--- src/rtl/obj_pkg.sv ---
// Object RAM entry layout, line-list entry type and scan FSM encodings.
package obj_pkg;
    localparam int NUM_OBJ = 8;
    localparam int ENTRY_W = 13;
    localparam int ON_BIT  = 12;
    localparam int TILE_HI = 11;
    localparam int TILE_LO = 9;
    localparam int X_HI    = 8;
    localparam int X_LO    = 4;
    localparam int Y_HI    = 3;
    localparam int Y_LO    = 0;
    localparam int MAX_COL = 18;
    localparam int MAX_ROW = 14;

    typedef enum logic [1:0] {
        ST_IDLE   = 2'd0,
        ST_SCAN   = 2'd1,
        ST_COMMIT = 2'd2
    } scanState_t;

    typedef struct packed {
        logic       valid;
        logic [2:0] tile;
        logic [4:0] x;
    } lineEnt_t;
endpackage

--- src/rtl/obj_ram_8x13.sv ---
// 8-entry object RAM: one synchronous write port, one asynchronous read port.
module obj_ram_8x13
    import obj_pkg::*;
(
    input  logic               clk,
    input  logic               reset_n,
    input  logic [2:0]         wrAddr,
    input  logic [ENTRY_W-1:0] wrData,
    input  logic               we,
    input  logic [2:0]         rdAddr,
    output logic [ENTRY_W-1:0] rdData
);
    logic [NUM_OBJ-1:0][ENTRY_W-1:0] mem;

    always_ff @(posedge clk or negedge reset_n) begin
        if (!reset_n)  mem         <= '0;
        else if (we)   mem[wrAddr] <= wrData;
    end

    assign rdData = mem[rdAddr];
endmodule

--- src/rtl/obj_scan_renderer.sv ---
// Builds a per-line object hit list in hblank and resolves the winning object per pixel.
// Define OBJ_COLLIDE_EN to add the oCollide frame collision flag.
module obj_scan_renderer
    import obj_pkg::*;
#(
    parameter int X_ORIGIN   = 16,
    parameter int Y_ORIGIN   = 0,
    parameter int TILE_SHIFT = 5
) (
    input  logic               clk,
    input  logic               reset_n,
    input  logic [2:0]         iObjRam_addr,
    input  logic [ENTRY_W-1:0] iObjRam_data,
    input  logic               iObjRam_we,
    input  logic               iVS,
    input  logic               iLine_start,
    input  logic [9:0]         iNext_y,
    input  logic               iPix_valid,
    input  logic [9:0]         iPix_x,
    output logic               oPix_valid,
    output logic               oObj_hit,
    output logic [2:0]         oTile_no,
    output logic [4:0]         oTile_px,
    output logic [4:0]         oTile_py,
    output logic               oScan_busy
`ifdef OBJ_COLLIDE_EN
    ,output logic              oCollide
`endif
);
    scanState_t state, stateNxt;
    logic [3:0] idx;
    logic [2:0] prevIdx;
    logic [9:0] row, yRow, xCol;
    logic rowOk;
    logic [4:0] py, pyActive;
    logic [10:0] yDiff, xDiff;
    logic [ENTRY_W-1:0] ramRd, rdEntry;
    lineEnt_t [NUM_OBJ-1:0] shadow, active;

    obj_ram_8x13 uRam (
        .clk(clk), .reset_n(reset_n),
        .wrAddr(iObjRam_addr), .wrData(iObjRam_data), .we(iObjRam_we),
        .rdAddr(idx[2:0]), .rdData(ramRd)
    );

    // 11-bit differences: bit 10 flags a coordinate above/left of the origin
    assign yDiff   = {1'b0, iNext_y} - 11'(Y_ORIGIN);
    assign yRow    = yDiff[9:0] >> TILE_SHIFT;
    assign prevIdx = idx[2:0] - 3'd1;

    always_ff @(posedge clk or negedge reset_n) begin
        if (!reset_n) state <= ST_IDLE;
        else          state <= stateNxt;
    end

    always_comb begin
        stateNxt = state;
        case (state)
            ST_IDLE:   stateNxt = ST_IDLE;
            ST_SCAN:   if (idx == 4'(NUM_OBJ)) stateNxt = ST_COMMIT;
            ST_COMMIT: stateNxt = ST_IDLE;
            default:   stateNxt = ST_IDLE;
        endcase
        if (iLine_start) stateNxt = ST_SCAN;
    end

    assign oScan_busy = (state != ST_IDLE);

    // RAM read is registered, so shadow[idx-1] is filled while entry idx is read
    always_ff @(posedge clk or negedge reset_n) begin
        if (!reset_n) begin
            idx      <= '0;
            row      <= '0;
            rowOk    <= 1'b0;
            py       <= '0;
            pyActive <= '0;
            rdEntry  <= '0;
            shadow   <= '0;
            active   <= '0;
        end else if (iLine_start) begin
            idx    <= '0;
            row    <= yRow;
            rowOk  <= !yDiff[10] && (yRow <= 10'(MAX_ROW));
            py     <= yDiff[4:0];
            shadow <= '0;
        end else if (state == ST_SCAN) begin
            rdEntry <= ramRd;
            idx     <= idx + 4'd1;
            if (idx != 4'd0) begin
                shadow[prevIdx].valid <= rdEntry[ON_BIT] && rowOk &&
                                         ({6'd0, rdEntry[Y_HI:Y_LO]} == row);
                shadow[prevIdx].tile  <= rdEntry[TILE_HI:TILE_LO];
                shadow[prevIdx].x     <= rdEntry[X_HI:X_LO];
            end
        end else if (state == ST_COMMIT) begin
            active   <= shadow;
            pyActive <= py;
        end
    end

    logic [1:0] vldPipe;
    logic [4:0] s1Col, s1Px;
    logic s1ColOk;
    logic [NUM_OBJ-1:0] hit;
    logic [2:0] winIdx;

    assign xDiff = {1'b0, iPix_x} - 11'(X_ORIGIN);
    assign xCol  = xDiff[9:0] >> TILE_SHIFT;

    for (genvar g = 0; g < NUM_OBJ; g++) begin : gHit
        assign hit[g] = active[g].valid && (active[g].x == s1Col) && s1ColOk;
    end

    always_comb begin
        winIdx = '0;
        for (int i = NUM_OBJ - 1; i >= 0; i--)
            if (hit[i]) winIdx = 3'(i);
    end

    always_ff @(posedge clk or negedge reset_n) begin
        if (!reset_n) begin
            vldPipe  <= '0;
            s1Col    <= '0;
            s1Px     <= '0;
            s1ColOk  <= 1'b0;
            oObj_hit <= 1'b0;
            oTile_no <= '0;
            oTile_px <= '0;
            oTile_py <= '0;
        end else begin
            vldPipe <= {vldPipe[0], iPix_valid};
            s1Col   <= xCol[4:0];
            s1Px    <= xDiff[4:0];
            s1ColOk <= !xDiff[10] && (xCol <= 10'(MAX_COL));
            if (vldPipe[0] && |hit) begin
                oObj_hit <= 1'b1;
                oTile_no <= active[winIdx].tile;
                oTile_px <= s1Px;
                oTile_py <= pyActive;
            end else begin
                oObj_hit <= 1'b0;
                oTile_no <= '0;
                oTile_px <= '0;
                oTile_py <= '0;
            end
        end
    end

    assign oPix_valid = vldPipe[1];

`ifdef OBJ_COLLIDE_EN
    logic vsPrev, multiHit;
    // clearing the lowest set bit leaves a non-zero vector only with 2+ hits
    assign multiHit = |(hit & (hit - NUM_OBJ'(1)));

    always_ff @(posedge clk or negedge reset_n) begin
        if (!reset_n) begin
            vsPrev   <= 1'b0;
            oCollide <= 1'b0;
        end else begin
            vsPrev <= iVS;
            if (vldPipe[0] && multiHit) oCollide <= 1'b1;
            else if (vsPrev && !iVS)    oCollide <= 1'b0;
        end
    end
`else
    logic unusedVs;
    assign unusedVs = iVS;
`endif
endmodule

--- config.mk ---
export PLATFORM = sky130hd
export DESIGN_NAME = obj_scan_renderer
export DESIGN_NICKNAME = d
export VERILOG_FILES = /design/src/rtl/obj_pkg.sv /design/src/rtl/obj_ram_8x13.sv /design/src/rtl/obj_scan_renderer.sv
export SDC_FILE = /design/constraint.sdc
export NUM_CORES = 1
export LEC_CHECK = 0
export CORE_MARGIN = 2
export CORE_UTILIZATION = 57
export CTS_BUF_LIST = sky130_fd_sc_hd__clkbuf_8
export DETAILED_ROUTE_END_ITERATION = 10
export MAX_ROUTING_LAYER = met4
export PLACE_DENSITY = 0.85
export SLEW_MARGIN = 20
export SYNTH_ARGS = -nofsm -noshare
export SYNTH_HDL_FRONTEND = slang
export SYNTH_SLANG_ARGS = --single-unit
--- constraint.sdc ---
create_clock -name clk -period 2.87 [get_ports clk]
set_input_delay 0.574 -clock clk [delete_from_list [all_inputs] [get_ports clk]]
set_output_delay 0.574 -clock clk [all_outputs]
set_load 0.01 [all_outputs]
==> results by group, run 1 <==
Placement
  • Final RePlAce weighted congestion: 0.832
  • Cell area reported after detailed placement: 14200 sq um
  • Port Buf Inserts: 56
  • Half-perimeter wire length of the detailed placement result: 16800 um

Routing
  • Total DRC errors in the routed layout: 0
  • Number of routed nets with antenna violations: 0
  • Total via count after detailed routing: 7885
  • Number of iterations in the first detailed-routing pass: 5
  • Via/cell ratio: 5.90
  • WL per Instance: 19.8 um
  • Final wirelength: 26400 um
  • Detailed Route Iter0 Violations: 386

Cells and area
  • Commonest cells after routing, fill and taps aside: sky130_fd_sc_hd__dfrtp_1, sky130_fd_sc_hd__mux2_2, sky130_fd_sc_hd__clkbuf_8
  • Count of inserted antenna diode cells: 0
  • Number of nets at the end of the flow: 1058
  • Core utilization of the finished layout: 67.4%
  • Multi-input gate area: 5180 sq um
  • Proportion of layout cells with a drive suffix above 1: 33.4%
  • P&R area growth vs syn: 15.9%
  • Most common library cell in the layout ignoring fill and taps: sky130_fd_sc_hd__dfrtp_1
  • Filler cells: 1497
  • Sequential Area: 7760 sq um
  • Post-route cell area: 15300 sq um

Clock tree
  • CTS tree: done
  • Clk_lat worst skew: 0.57 ns
  • Post-CTS Hold Fix Bufs: 0
  • Sink Count: 310
  • Total clock buffers created by CTS: 49
  • Clock root buffer: sky130_fd_sc_hd__clkbuf_8
  • Clock Path Buffers: 3
  • Clock edge transition at the registers on the reported setup and hold paths: 0.06 ns
  • Number of levels the H-tree was split into: 2

GRT
  • Global-route wire length before repair: 43400 um
  • Gr ovfl total: 0
  • Initial antenna violation count: 0
  • Gr usage total: 23.3%
  • Via count of the first global-routing pass: 8304
  • Largest net degree at the start of global routing: 78

Power
  • Peak VDD IR: 651 uV
  • Leak pwr: 6.97 nW
  • Fraction of power consumed by the clock network: 37.1%
  • Final Total Pwr: 10.2 mW
  • Combinational share of power: 12.1%
  • Areal power density over the cells: 671 nW/um^2
  • Fraction of power spent switching nets: 25.2%
  • Switching power summed over all nets: 2.58 mW
  • Cell-internal power: 7.66 mW
  • Proportion of power drawn by flip-flops and latches: 50.9%

Status
  • Result of the run: finished with violations
  • Violated checks: hold timing

STA
  • Measured slew at the worst slew-check pin: 0.899 ns
  • Portion of the clock cycle consumed by the worst path in the final layout: 94.6%
  • Worst hold margin: -0.000863 ns
  • Setup repair after global routing missed its margin: no
  • Number of endpoints with negative hold slack in the final report: 2
  • Timing-limited maximum frequency: 368 MHz
  • Worst clock skew on the final layout: 0.0219 ns
  • Final setup violation count: 0
  • Crit path time final: 2.72 ns
  • Slew HR: 39.9%
  • Summed negative setup slack over all endpoints: 0 ns
  • Final Max Tran Viols: 0

Yosys
  • Post-synth top flop: sky130_fd_sc_hd__dfrtp_1
  • Mean cell area of the mapped netlist: 14.3 sq um
  • Flop and latch count out of synthesis: 310
  • FFs w/ async S/R, synth: 100%
  • Synthesized instance count: 920
  • Nets in the synthesized netlist: 965
  • YS warnings: 0
  • Netlist cell types: 51
  • Netlist area before placement: 13200 sq um
  • Sequential fraction of the synthesis area: 58.9%
  • Post-synth EDFFs: 0

Setup path
  • Destination of the worst register-to-register timing path: oTile_no[1]$_DFF_PN0_
  • Slowest cell on crit path: sky130_fd_sc_hd__dfrtp_2
  • Startpoint of the worst setup timing path: s1Col[4]$_DFF_PN0_
  • Element type at the critical path start: flip-flop
  • Worst reg-to-reg path cell count: 8
  • CP max FO: 8
  • R2r startpoint: s1Col[4]$_DFF_PN0_
  • CP Capture Type: flip-flop
  • Start-to-end type of the worst setup path: flip-flop to flip-flop
  • R2R setup slack: 0.15 ns
  • Worst setup endpoint: oTile_no[1]$_DFF_PN0_
  • Chain of cells forming the critical path: xor2_1 -> nor4_1 -> and4_1 -> o2111ai_1 -> nand3_2 -> mux2_1 -> and3_1 -> or4_1
  • Required time of the critical path: 3.29 ns
  • CP Data Arrival Time: 3.14 ns
  • Slowest stage delay, CP: 0.52 ns

Floorplan
  • Width of the die: 156 um
  • Io pins: 58
  • Std cell rows: 55
  • Floorplan core area: 22600 sq um
  • Initial Util: 58.2%
  • DIE HEIGHT: 156 um
  • DIE AREA: 24300 sq um

Run
  • Max-cap viol count: 0

Worst hold path
  • Type of the worst min-delay path: input port to asynchronous set/reset pin
cell usage after synthesis (all sizes together) (5+ instances only):
master,n,area (sq um)
xnor2,25,219
a22o,54,473
nand2b,5,31.3
inv,9,33.8
dfrtp,310,7760
nand4,11,68.8
a21oi,16,80.1
nor2,56,210
mux2,198,2230
and2,11,68.8
nand2,17,63.8
nor2b,5,31.3
mux4,26,586
clkbuf,39,146
nor4,5,46.3
nand3,8,45.0
mux2i,39,390
a31oi,5,31.3
xor2,25,226
buf,12,76.3
nor3,6,30.0
what timing repair did:
item,4_1_cts,5_1_grt
endpoints found under the hold margin,0,0
buffers inserted,0,0
endpoints found under the setup margin,0,1
gates resized for setup,0,3
kinds of logic after synthesis:
| kind of cell | synth area share (%) |
|---|---|
| DFF | 58.9 |
| buffers and inverters | 1.95 |
| muxes | 24.4 |
| and+or+nand+nor | 5.27 |
| xor gates and xnor gates | 3.38 |
| adders and majority gates | 0.285 |
| AOI/OAI and AO/OA | 5.82 |
power groups by stage:
stage          combinational, mW  sequential [mW]  clock [mW]
2_1_floorplan              0.962             5.06           0
3_3_place_gp                1.19             5.24           0
3_5_place_dp                1.24             5.27           0
4_1_cts                     1.25             5.20        3.88
5_1_grt                     1.35             5.26        4.07
6_report                    1.24             5.21        3.79
registers in the layout, summed over array words and instances, names as in the netlist:
signal,flops
active,72
row,5
s1Col,5
pyActive,5
state,2
oTile_py,5
idx,4
py,5
rowOk,1
vldPipe,2
s1Px,5
oObj_hit,1
oTile_no,3
uRam.mem,104
rdEntry,13
shadow,72
s1ColOk,1
oTile_px,5
layer usage:
layer | share of wire [%] | GRT usage (%) | wire, um | vias up
li1 | - | - | - | 3540
met1 | 44 | 29.9 | 11500 | 4141
met2 | 51 | 38.9 | 13500 | 162
met3 | 3.7 | 3.83 | 975 | 42
met4 | 1.7 | 6.38 | 441 | 0
met5 | 0 | - | 0 | -
layout make-up:
cell class	count	area share, %
sequential	310	50.9
clock inverter	27	1.15
clock buffer	62	5.59
inverter	9	0.221
tap	285	2.34
multi-input combinational	550	33.9
timing repair buffer	93	5.90
stage by stage:
step	setup slack, ns	std cells
4_1_cts	0.0643	1336
5_1_grt	0.0216	1336
3_5_place_dp	0.0920	1247
2_1_floorplan	0.153	920
6_report	0.154	1336
3_3_place_gp	0.0695	1247
worst min path at each step:
stage                             endpoint  slack, ns               from  depth (start not counted)
floorplan            active[0]$_DFFE_PN0P_       0.28            reset_n                          0
global placement     oTile_px[1]$_DFF_PN0_       0.43  s1Px[1]$_DFF_PN0_                          1
detailed placement   oTile_px[0]$_DFF_PN0_       0.44  s1Px[0]$_DFF_PN0_                          1
CTS                 active[70]$_DFFE_PN0P_      0.001            reset_n                          1
global route        shadow[24]$_DFFE_PN0P_       0.03            reset_n                          1
finish               oTile_no[1]$_DFF_PN0_    -0.0009            reset_n                          1
critical path: cells and delay by family (launching register included):
family | cells | cell delay [ns]
and+or+nand+nor | 5 | 1.39
AOI/OAI and AO/OA | 1 | 0.16
xor gates and xnor gates | 1 | 0.20
muxes | 1 | 0.31
DFF | 1 | 0.52
(Power assumes the default switching activity.)
==> run 2: changes to the inputs <==
CORE_MARGIN = unset   (was 2)
==> run 2 against run 1 <==
  * The run now ends clean
  * Register-to-register slack barely moved
  * Count of clock-buffer cells in the layout fell by 6
  * Sequential power about the same
  * Critical path depth rose by 1
  * Clock skew decreased by 0.0096 ns
  * Setup slack got worse by 0.014 ns
  * Non-clock buffer count increased by 4
==> results by group, run 2 (same netlist as run 1, synthesis figures left out) <==
Routing
  • Total DRC errors in the routed layout: 0 (unchanged)
  • Number of iterations in the first detailed-routing pass: 5 (unchanged)
  • Final wirelength: 26000 um (was 26400 um)
  • Total via count after detailed routing: 7783 (was 7885)
  • Number of routed nets with antenna violations: 0 (unchanged)
  • WL per Instance: 19.5 um (was 19.8 um)
  • Via/cell ratio: 5.84 (was 5.90)
  • Detailed Route Iter0 Violations: 359 (was 386)

Floorplan
  • DIE AREA: 23700 sq um (was 24300 sq um)
  • Floorplan core area: 22600 sq um (unchanged)
  • Std cell rows: 55 (unchanged)
  • Initial Util: 58.2% (unchanged)
  • DIE HEIGHT: 154 um (was 156 um)
  • Io pins: 58 (unchanged)
  • Width of the die: 154 um (was 156 um)

Cells and area
  • Max reg flops: 104 (unchanged)
  • Multi-input gate area: 5210 sq um (was 5180 sq um)
  • Count of inserted antenna diode cells: 0 (unchanged)
  • Proportion of layout cells with a drive suffix above 1: 33.5% (was 33.4%)
  • Top reg by flops: uRam.mem (unchanged)
  • Sequential Area: 7760 sq um (about the same)
  • Commonest cells after routing, fill and taps aside: sky130_fd_sc_hd__dfrtp_1, sky130_fd_sc_hd__mux2_2, sky130_fd_sc_hd__nor2_1, sky130_fd_sc_hd__clkbuf_8 (was sky130_fd_sc_hd__dfrtp_1, sky130_fd_sc_hd__mux2_2, sky130_fd_sc_hd__clkbuf_8)
  • Count of non-filler cells in the finished layout: 1333 (was 1336)
  • P&R area growth vs syn: 15.5% (was 15.9%)
  • Most common library cell in the layout ignoring fill and taps: sky130_fd_sc_hd__dfrtp_1 (unchanged)
  • Filler cells: 1545 (was 1497)
  • Core utilization of the finished layout: 67.1% (was 67.4%)
  • Number of nets at the end of the flow: 1060 (was 1058)
  • Largest registers in the final layout: uRam.mem (104), active (72), shadow (72) (unchanged)

STA
  • Worst clock skew on the final layout: 0.0123 ns (was 0.0219 ns)
  • Number of endpoints with negative hold slack in the final report: 0 (was 2)
  • Portion of the clock cycle consumed by the worst path in the final layout: 95.1% (was 94.6%)
  • Final Max Tran Viols: 0 (unchanged)
  • Setup repair after global routing missed its margin: no (unchanged)
  • Timing-limited maximum frequency: 366 MHz (was 368 MHz)
  • Slew HR: 19.3% (was 39.9%)
  • Final setup violation count: 0 (unchanged)
  • Crit path time final: 2.73 ns (was 2.72 ns)
  • Measured slew at the worst slew-check pin: 1.20 ns (was 0.899 ns)

Setup path
  • Start-to-end type of the worst setup path: flip-flop to flip-flop (unchanged)
  • Required time of the critical path: 3.28 ns (was 3.29 ns)
  • CP Data Arrival Time: 3.15 ns (was 3.14 ns)
  • CP Capture Type: flip-flop (unchanged)
  • Worst Path Buf+Inv: 1 (was 0)
  • Worst reg-to-reg path cell count: 9 (was 8)
  • Startpoint of the worst setup timing path: s1Col[3]$_DFF_PN0_ (was s1Col[4]$_DFF_PN0_)
  • Number of gates on the worst path with buffers counted: 9 (was 8)
  • Slowest stage delay, CP: 0.45 ns (was 0.52 ns)
  • CP max FO: 4 (was 8)
  • Slowest cell on crit path: sky130_fd_sc_hd__dfrtp_1 (was sky130_fd_sc_hd__dfrtp_2)
  • Destination of the worst register-to-register timing path: oTile_no[1]$_DFF_PN0_ (unchanged)
  • Element type at the critical path start: flip-flop (unchanged)
  • Chain of cells forming the critical path: buf_4 -> xor2_1 -> nor4_4 -> a211oi_4 -> o2111ai_1 -> nand3_2 -> mux2_1 -> and3_1 -> or4_1 (was xor2_1 -> nor4_1 -> and4_1 -> o2111ai_1 -> nand3_2 -> mux2_1 -> and3_1 -> or4_1)
  • R2R setup slack: 0.14 ns (was 0.15 ns)
  • Dominant delay contributor by cell family on the critical path: simple AND/OR/NAND/NOR gates (unchanged)
  • R2r startpoint: s1Col[3]$_DFF_PN0_ (was s1Col[4]$_DFF_PN0_)

GRT
  • Global-route wire length before repair: 42900 um (was 43400 um)
  • Largest net degree at the start of global routing: 83 (was 78)
  • Gr usage total: 23.7% (was 23.3%)
  • Via count of the first global-routing pass: 8152 (was 8304)
  • Initial antenna violation count: 0 (unchanged)
  • Gr ovfl total: 0 (unchanged)

Worst hold path
  • Type of the worst min-delay path: input port to asynchronous set/reset pin (unchanged)

Clock tree
  • Post-CTS Hold Fix Bufs: 0 (unchanged)
  • Clock edge transition at the registers on the reported setup and hold paths: 0.06 ns (about the same)
  • Clock Path Buffers: 3 (unchanged)
  • Sink Count: 310 (unchanged)
  • CTS tree: done (unchanged)
  • Post-CTS setup buffer count: 0 (unchanged)
  • Clock root buffer: sky130_fd_sc_hd__clkbuf_8 (unchanged)
  • Number of levels the H-tree was split into: 2 (unchanged)
  • Total clock buffers created by CTS: 47 (was 49)
  • Clk_lat worst skew: 0.55 ns (was 0.57 ns)

Placement
  • Half-perimeter wire length of the detailed placement result: 17000 um (was 16800 um)
  • Number of instances in the placed design: 1251 (was 1247)
  • Port Buf Inserts: 56 (unchanged)
  • Final RePlAce weighted congestion: 0.838 (was 0.832)

Power
  • Peak VDD IR: 626 uV (was 651 uV)
  • Areal power density over the cells: 652 nW/um^2 (was 671 nW/um^2)
  • Leak pwr: 6.94 nW (was 6.97 nW)

Run
  • Max-cap viol count: 0 (unchanged)

Status
  • Result of the run: finished, final reports clean (was finished with violations)
## run 2: changes by cell type in the layout (fill, tap and decap cells not counted), sizes merged
cell      delta
clkinvlp     -1
clkinv       +2
clkbuf       -6
inv          -1
bufinv       -1
buf          +4
## run 2: report_power, final
| part | switching, mW | leakage [nW] | internal, mW |
|---|---|---|---|
| Clock | 1.62 | 0.534 | 1.86 |
| Sequential | 0.358 | 4.02 | 4.84 |
| Combinational | 0.543 | 2.38 | 0.700 |
| Total | 2.52 | 6.94 | 7.39 |
## run 2: layout make-up
type	instances	share of cell area, %
tap	285	2.35
clock buffer	56	5.07
inverter	9	0.222
multi-input combinational	550	34.2
sequential	310	51.1
timing repair buffer	97	6.12
clock inverter	26	0.930
## run 2: worst max-delay path by stage
stage | to | slack (ns)
floorplan | shadow[54]$_DFFE_PN0P_ | 0.15
detailed placement | oTile_no[1]$_DFF_PN0_ | -0.05
finish | oTile_no[1]$_DFF_PN0_ | 0.14
global placement | oTile_no[1]$_DFF_PN0_ | -0.04
CTS | oTile_no[1]$_DFF_PN0_ | 0.02
global route | oTile_no[1]$_DFF_PN0_ | 0.03
## run 2: repair_timing
action | in CTS | in global routing
cloned | 0 | 0
pin swaps | 0 | 1
gates resized for setup | 1 | 5
endpoints found under the setup margin | 2 | 2
hold endpoints to repair | 0 | 0
## run 2: through the flow
step / setup TNS, ns / area (sq um) / worst slack, ns / power, mW / hold slack [ns]
6_report: 0 / 15200 / 0.139 / 9.92 / 0.00517
4_1_cts: 0 / 15200 / 0.0226 / 10.0 / 0.0398
2_1_floorplan: 0 / 13200 / 0.153 / 6.02 / 0.278
3_5_place_dp: -0.0475 / 14300 / -0.0475 / 6.51 / 0.439
3_3_place_gp: -0.0387 / 14300 / -0.0387 / 6.44 / 0.431
5_1_grt: 0 / 15200 / 0.0271 / 10.4 / 0.0581
## run 2: metal layers
metal  part of all wire [%]  track usage (%)  vias to the layer above
li1                       -                -                     3536
met1                     44             31.7                     4040
met2                     50             38.2                      159
met3                    4.5             3.78                       48
met4                    1.6             6.05                        0
met5                      0                -                        -
==> run 3: changes to the inputs <==
ABC_AREA = 1   (was unset)
MAX_ROUTING_LAYER = unset   (was met4)
==> run 3 against run 2 <==
  * First-iteration DRC count rose to 2.7 times the previous value
  * Count of clock-buffer cells in the layout rose by 2
  * Register-to-register slack improved by 0.09 ns
  * Synthesized area fell by 0.29%
  * Setup slack improved by 0.094 ns
  * Hold slack improved by 0.40 ns
  * Clock power rose by 7.2%
  * Final area fell by 0.65%
  * Largest cell class unchanged
  * Critical endpoint is now oTile_no[0]$_DFF_PN0_
==> results by group, run 3 <==
Status
  • Result of the run: finished, final reports clean (unchanged)

Floorplan
  • Width of the die: 154 um (about the same)
  • Initial Util: 58.0% (was 58.2%)
  • DIE HEIGHT: 154 um (about the same)
  • Std cell rows: 55 (unchanged)
  • DIE AREA: 23600 sq um (was 23700 sq um)
  • Floorplan core area: 22600 sq um (unchanged)
  • Io pins: 58 (unchanged)

Yosys
  • Flop and latch count out of synthesis: 310 (unchanged)
  • Post-synth top area share: 59.1% (was 58.9%)
  • Post-synth top flop: sky130_fd_sc_hd__dfrtp_1 (unchanged)
  • Nets in the synthesized netlist: 1513 (was 965)
  • Post-synth EDFFs: 0 (unchanged)
  • YS warnings: 0 (unchanged)
  • Top cell type by total area after synthesis: sky130_fd_sc_hd__dfrtp_1 (unchanged)
  • Most frequently used cell type in the post-synthesis netlist: sky130_fd_sc_hd__dfrtp_1 (unchanged)
  • Mean cell area of the mapped netlist: 8.94 sq um (was 14.3 sq um)
  • Netlist cell types: 36 (was 51)
  • FFs w/ async S/R, synth: 100% (unchanged)
  • Top post-synthesis cells by area: sky130_fd_sc_hd__dfrtp_1, sky130_fd_sc_hd__o21ai_0, sky130_fd_sc_hd__nand2_1 (was sky130_fd_sc_hd__dfrtp_1, sky130_fd_sc_hd__mux2_2, sky130_fd_sc_hd__mux4_2)
  • List of most frequent post-synthesis cells: sky130_fd_sc_hd__dfrtp_1, sky130_fd_sc_hd__nand2_1, sky130_fd_sc_hd__o21ai_0, sky130_fd_sc_hd__inv_1, sky130_fd_sc_hd__nor2_1 (was sky130_fd_sc_hd__dfrtp_1, sky130_fd_sc_hd__mux2_2, sky130_fd_sc_hd__nor2_1, sky130_fd_sc_hd__a22o_1)
  • Synthesized instance count: 1468 (was 920)
  • Sequential fraction of the synthesis area: 59.1% (was 58.9%)
  • Netlist area before placement: 13100 sq um (was 13200 sq um)

Clock tree
  • Sink Count: 310 (unchanged)
  • Total clock buffers created by CTS: 49 (was 47)
  • Clk_lat worst skew: 0.59 ns (was 0.55 ns)
  • Clock root buffer: sky130_fd_sc_hd__clkbuf_8 (unchanged)
  • Clock edge transition at the registers on the reported setup and hold paths: 0.07 ns (was 0.06 ns)
  • Number of levels the H-tree was split into: 2 (unchanged)
  • Post-CTS setup buffer count: 0 (unchanged)
  • CTS tree: done (unchanged)
  • Clock Path Buffers: 3 (unchanged)

STA
  • Final Max Tran Viols: 0 (unchanged)
  • Final setup violation count: 0 (unchanged)
  • Worst hold margin: 0.405 ns (was 0.00517 ns)
  • Measured slew at the worst slew-check pin: 0.615 ns (was 1.20 ns)
  • Crit path time final: 2.64 ns (was 2.73 ns)
  • Setup repair after global routing missed its margin: no (unchanged)
  • Slew HR: 59.0% (was 19.3%)
  • Number of endpoints with negative hold slack in the final report: 0 (unchanged)
  • Portion of the clock cycle consumed by the worst path in the final layout: 91.9% (was 95.1%)
  • Worst clock skew on the final layout: 0.0450 ns (was 0.0123 ns)
  • Timing-limited maximum frequency: 379 MHz (was 366 MHz)
  • Summed negative setup slack over all endpoints: 0 ns (unchanged)

Worst hold path
  • Endpoint of the worst hold-timing path: vldPipe[1]$_DFF_PN0_
  • Hold Crit Depth: 0
  • Type of the worst min-delay path: flip-flop to flip-flop (was input port to asynchronous set/reset pin)
  • Startpoint of the worst hold path: vldPipe[0]$_DFF_PN0_

Cells and area
  • Commonest cells after routing, fill and taps aside: sky130_fd_sc_hd__dfrtp_1, sky130_fd_sc_hd__nand2_1, sky130_fd_sc_hd__o21ai_0 (was sky130_fd_sc_hd__dfrtp_1, sky130_fd_sc_hd__mux2_2, sky130_fd_sc_hd__nor2_1, sky130_fd_sc_hd__clkbuf_8)
  • Max reg flops: 104 (unchanged)
  • Filler cells: 1648 (was 1545)
  • Count of inserted antenna diode cells: 0 (unchanged)
  • Most common library cell in the layout ignoring fill and taps: sky130_fd_sc_hd__dfrtp_1 (unchanged)
  • Number of nets at the end of the flow: 1592 (was 1060)
  • Proportion of layout cells with a drive suffix above 1: 8.45% (was 33.5%)
  • Largest registers in the final layout: uRam.mem (104), active (72), shadow (72) (unchanged)
  • Top reg by flops: uRam.mem (unchanged)
  • P&R area growth vs syn: 15.0% (was 15.5%)

GRT
  • Gr usage total: 27.8% (was 23.7%)
  • Global routing usage on met2: 47.2% (was 38.2%)
  • Largest net degree at the start of global routing: 72 (was 83)
  • GRT met3 Usage: 5.10% (was 3.78%)
  • Via count of the first global-routing pass: 10749 (was 8152)
  • Initial antenna violation count: 0 (unchanged)
  • Gr ovfl total: 0 (unchanged)
  • Global-route wire length before repair: 52500 um (was 42900 um)
  • Met1 routing resource usage after global routing: 34.8% (was 31.7%)
  • Busiest layer in global routing: met2 (unchanged)

Routing
  • WL per Instance: 16.9 um (was 19.5 um)
  • Number of routed nets with antenna violations: 0 (unchanged)
  • Via/cell ratio: 5.71 (was 5.84)
  • Detailed Route Iter0 Violations: 978 (was 359)
  • Number of iterations in the first detailed-routing pass: 6 (was 5)
  • Total via count after detailed routing: 10669 (was 7783)
  • Total DRC errors in the routed layout: 0 (unchanged)
  • Final wirelength: 31600 um (was 26000 um)

Setup path
  • Chain of cells forming the critical path: inv_2 -> nand2_1 -> nand2_1 -> nor2_1 -> nand2_1 -> o21ai_0 -> nand3_1 -> a31oi_2 -> inv_2 -> nand3_1 -> nand3_1 -> nand2_1 -> nor2_1 (was buf_4 -> xor2_1 -> nor4_4 -> a211oi_4 -> o2111ai_1 -> nand3_2 -> mux2_1 -> and3_1 -> or4_1)
  • Slowest stage delay, CP: 0.52 ns (was 0.45 ns)
  • Required time of the critical path: 3.33 ns (was 3.28 ns)
  • R2r startpoint: s1Col[3]$_DFF_PN0_ (unchanged)
  • R2R setup slack: 0.23 ns (was 0.14 ns)
  • Slowest cell on crit path: sky130_fd_sc_hd__dfrtp_1 (unchanged)
  • Element type at the critical path start: flip-flop (unchanged)
  • Start-to-end type of the worst setup path: flip-flop to flip-flop (unchanged)
  • Worst reg-to-reg path cell count: 13 (was 9)
  • CP Capture Type: flip-flop (unchanged)
  • Destination of the worst register-to-register timing path: oTile_no[0]$_DFF_PN0_ (was oTile_no[1]$_DFF_PN0_)
  • CP max FO: 11 (was 4)
  • Most used cell, CP: sky130_fd_sc_hd__nand2_1
  • CP Data Arrival Time: 3.09 ns (was 3.15 ns)

Placement
  • Half-perimeter wire length of the detailed placement result: 19700 um (was 17000 um)
  • Final RePlAce weighted congestion: 0.912 (was 0.838)
  • Port Buf Inserts: 56 (unchanged)

Power
  • Areal power density over the cells: 655 nW/um^2 (was 652 nW/um^2)
  • Leak pwr: 7.19 nW (was 6.94 nW)
  • Peak VDD IR: 396 uV (was 626 uV)
  • Final Total Pwr: 9.89 mW (was 9.92 mW)

Run
  • Max-cap viol count: 0 (unchanged)
run 3: cell types whose count changed in the layout (fill, tap and decap cells not counted), sizes merged, moves of 12 or more:
cell and change:
o21ai +260, xor2 -16, xnor2 -21, mux2 -187, mux4 -26, mux2i -39
a22o -51, o211ai +15, nor2 +82, o22ai +66, inv +174, nand3 +22
nand2 +294, o221ai +12
run 3: worst max-delay path by stage:
stage                        endpoint                from  slack (ns)
6_report        oTile_no[0]$_DFF_PN0_  s1Col[3]$_DFF_PN0_        0.23
5_1_grt         oTile_no[1]$_DFF_PN0_  s1Col[3]$_DFF_PN0_       0.009
4_1_cts         oTile_no[1]$_DFF_PN0_  s1Col[3]$_DFF_PN0_        0.38
3_5_place_dp   shadow[16]$_DFFE_PN0P_         iLine_start        0.28
3_3_place_gp    active[6]$_DFFE_PN0P_         iLine_start        0.38
2_1_floorplan  shadow[62]$_DFFE_PN0P_  idx[1]$_DFFE_PN0N_        0.48
run 3: layer usage:
layer / vias to the layer above / share of wire (%)
met2: 421 / 49
met3: 96 / 6.5
met5: - / 0
met1: 5180 / 41
met4: 0 / 3.3
li1: 4972 / -
run 3: cell type report:
class / count / area [sq um] / share of cell area [%]
flip-flops and latches: 310 / 7760 / 51.4
multi-input cells: 914 / 4440 / 29.4
well taps: 285 / 357 / 2.36
repair buffers: 94 / 891 / 5.90
inverters: 178 / 668 / 4.42
clock inverters: 31 / 194 / 1.28
clock buffers: 58 / 798 / 5.29
run 3: power breakdown:
group / total, mW / internal (mW) / switching, mW
sequential: 5.00 / 4.77 / 0.224
clock: 3.73 / 2.02 / 1.71
combinational: 1.16 / 0.387 / 0.772
total: 9.89 / 7.18 / 2.71
run 3: what timing repair did:
item                                   4_1_cts  5_1_grt
endpoints found under the hold margin       64        0
gates resized for setup                      0        0
hold buffers                                 1        0
run 3: stage by stage:
| stage | cell area, sq um | cells | worst slack [ns] | utilization, % |
|---|---|---|---|---|
| finish | 15100 | 1870 | 0.233 | 66.7 |
| global route | 15100 | 1870 | 0.00927 | 66.7 |
| CTS | 15100 | 1870 | 0.378 | 66.7 |
| detailed placement | 14100 | 1780 | 0.280 | 62.3 |
| global placement | 14100 | 1780 | 0.376 | 62.3 |
| floorplan | 13100 | 1468 | 0.480 | - |
run 3: cell families after synthesis:
family          count (synthesis)  synth area share (%)
simple gates                  496                  15.0
xor+xnor                       13                 0.867
buf+inv                       244                  7.25
flops                         310                  59.1
compound gates                391                  16.6
mux                            11                 0.943
fa+ha+maj                       3                 0.286
run 3: critical path, delay by kind of cell, from the launching register on:
kind	cells	cell delay, ns
simple gates	9	0.79
flops	1	0.52
compound gates	2	0.87
buf+inv	2	0.33
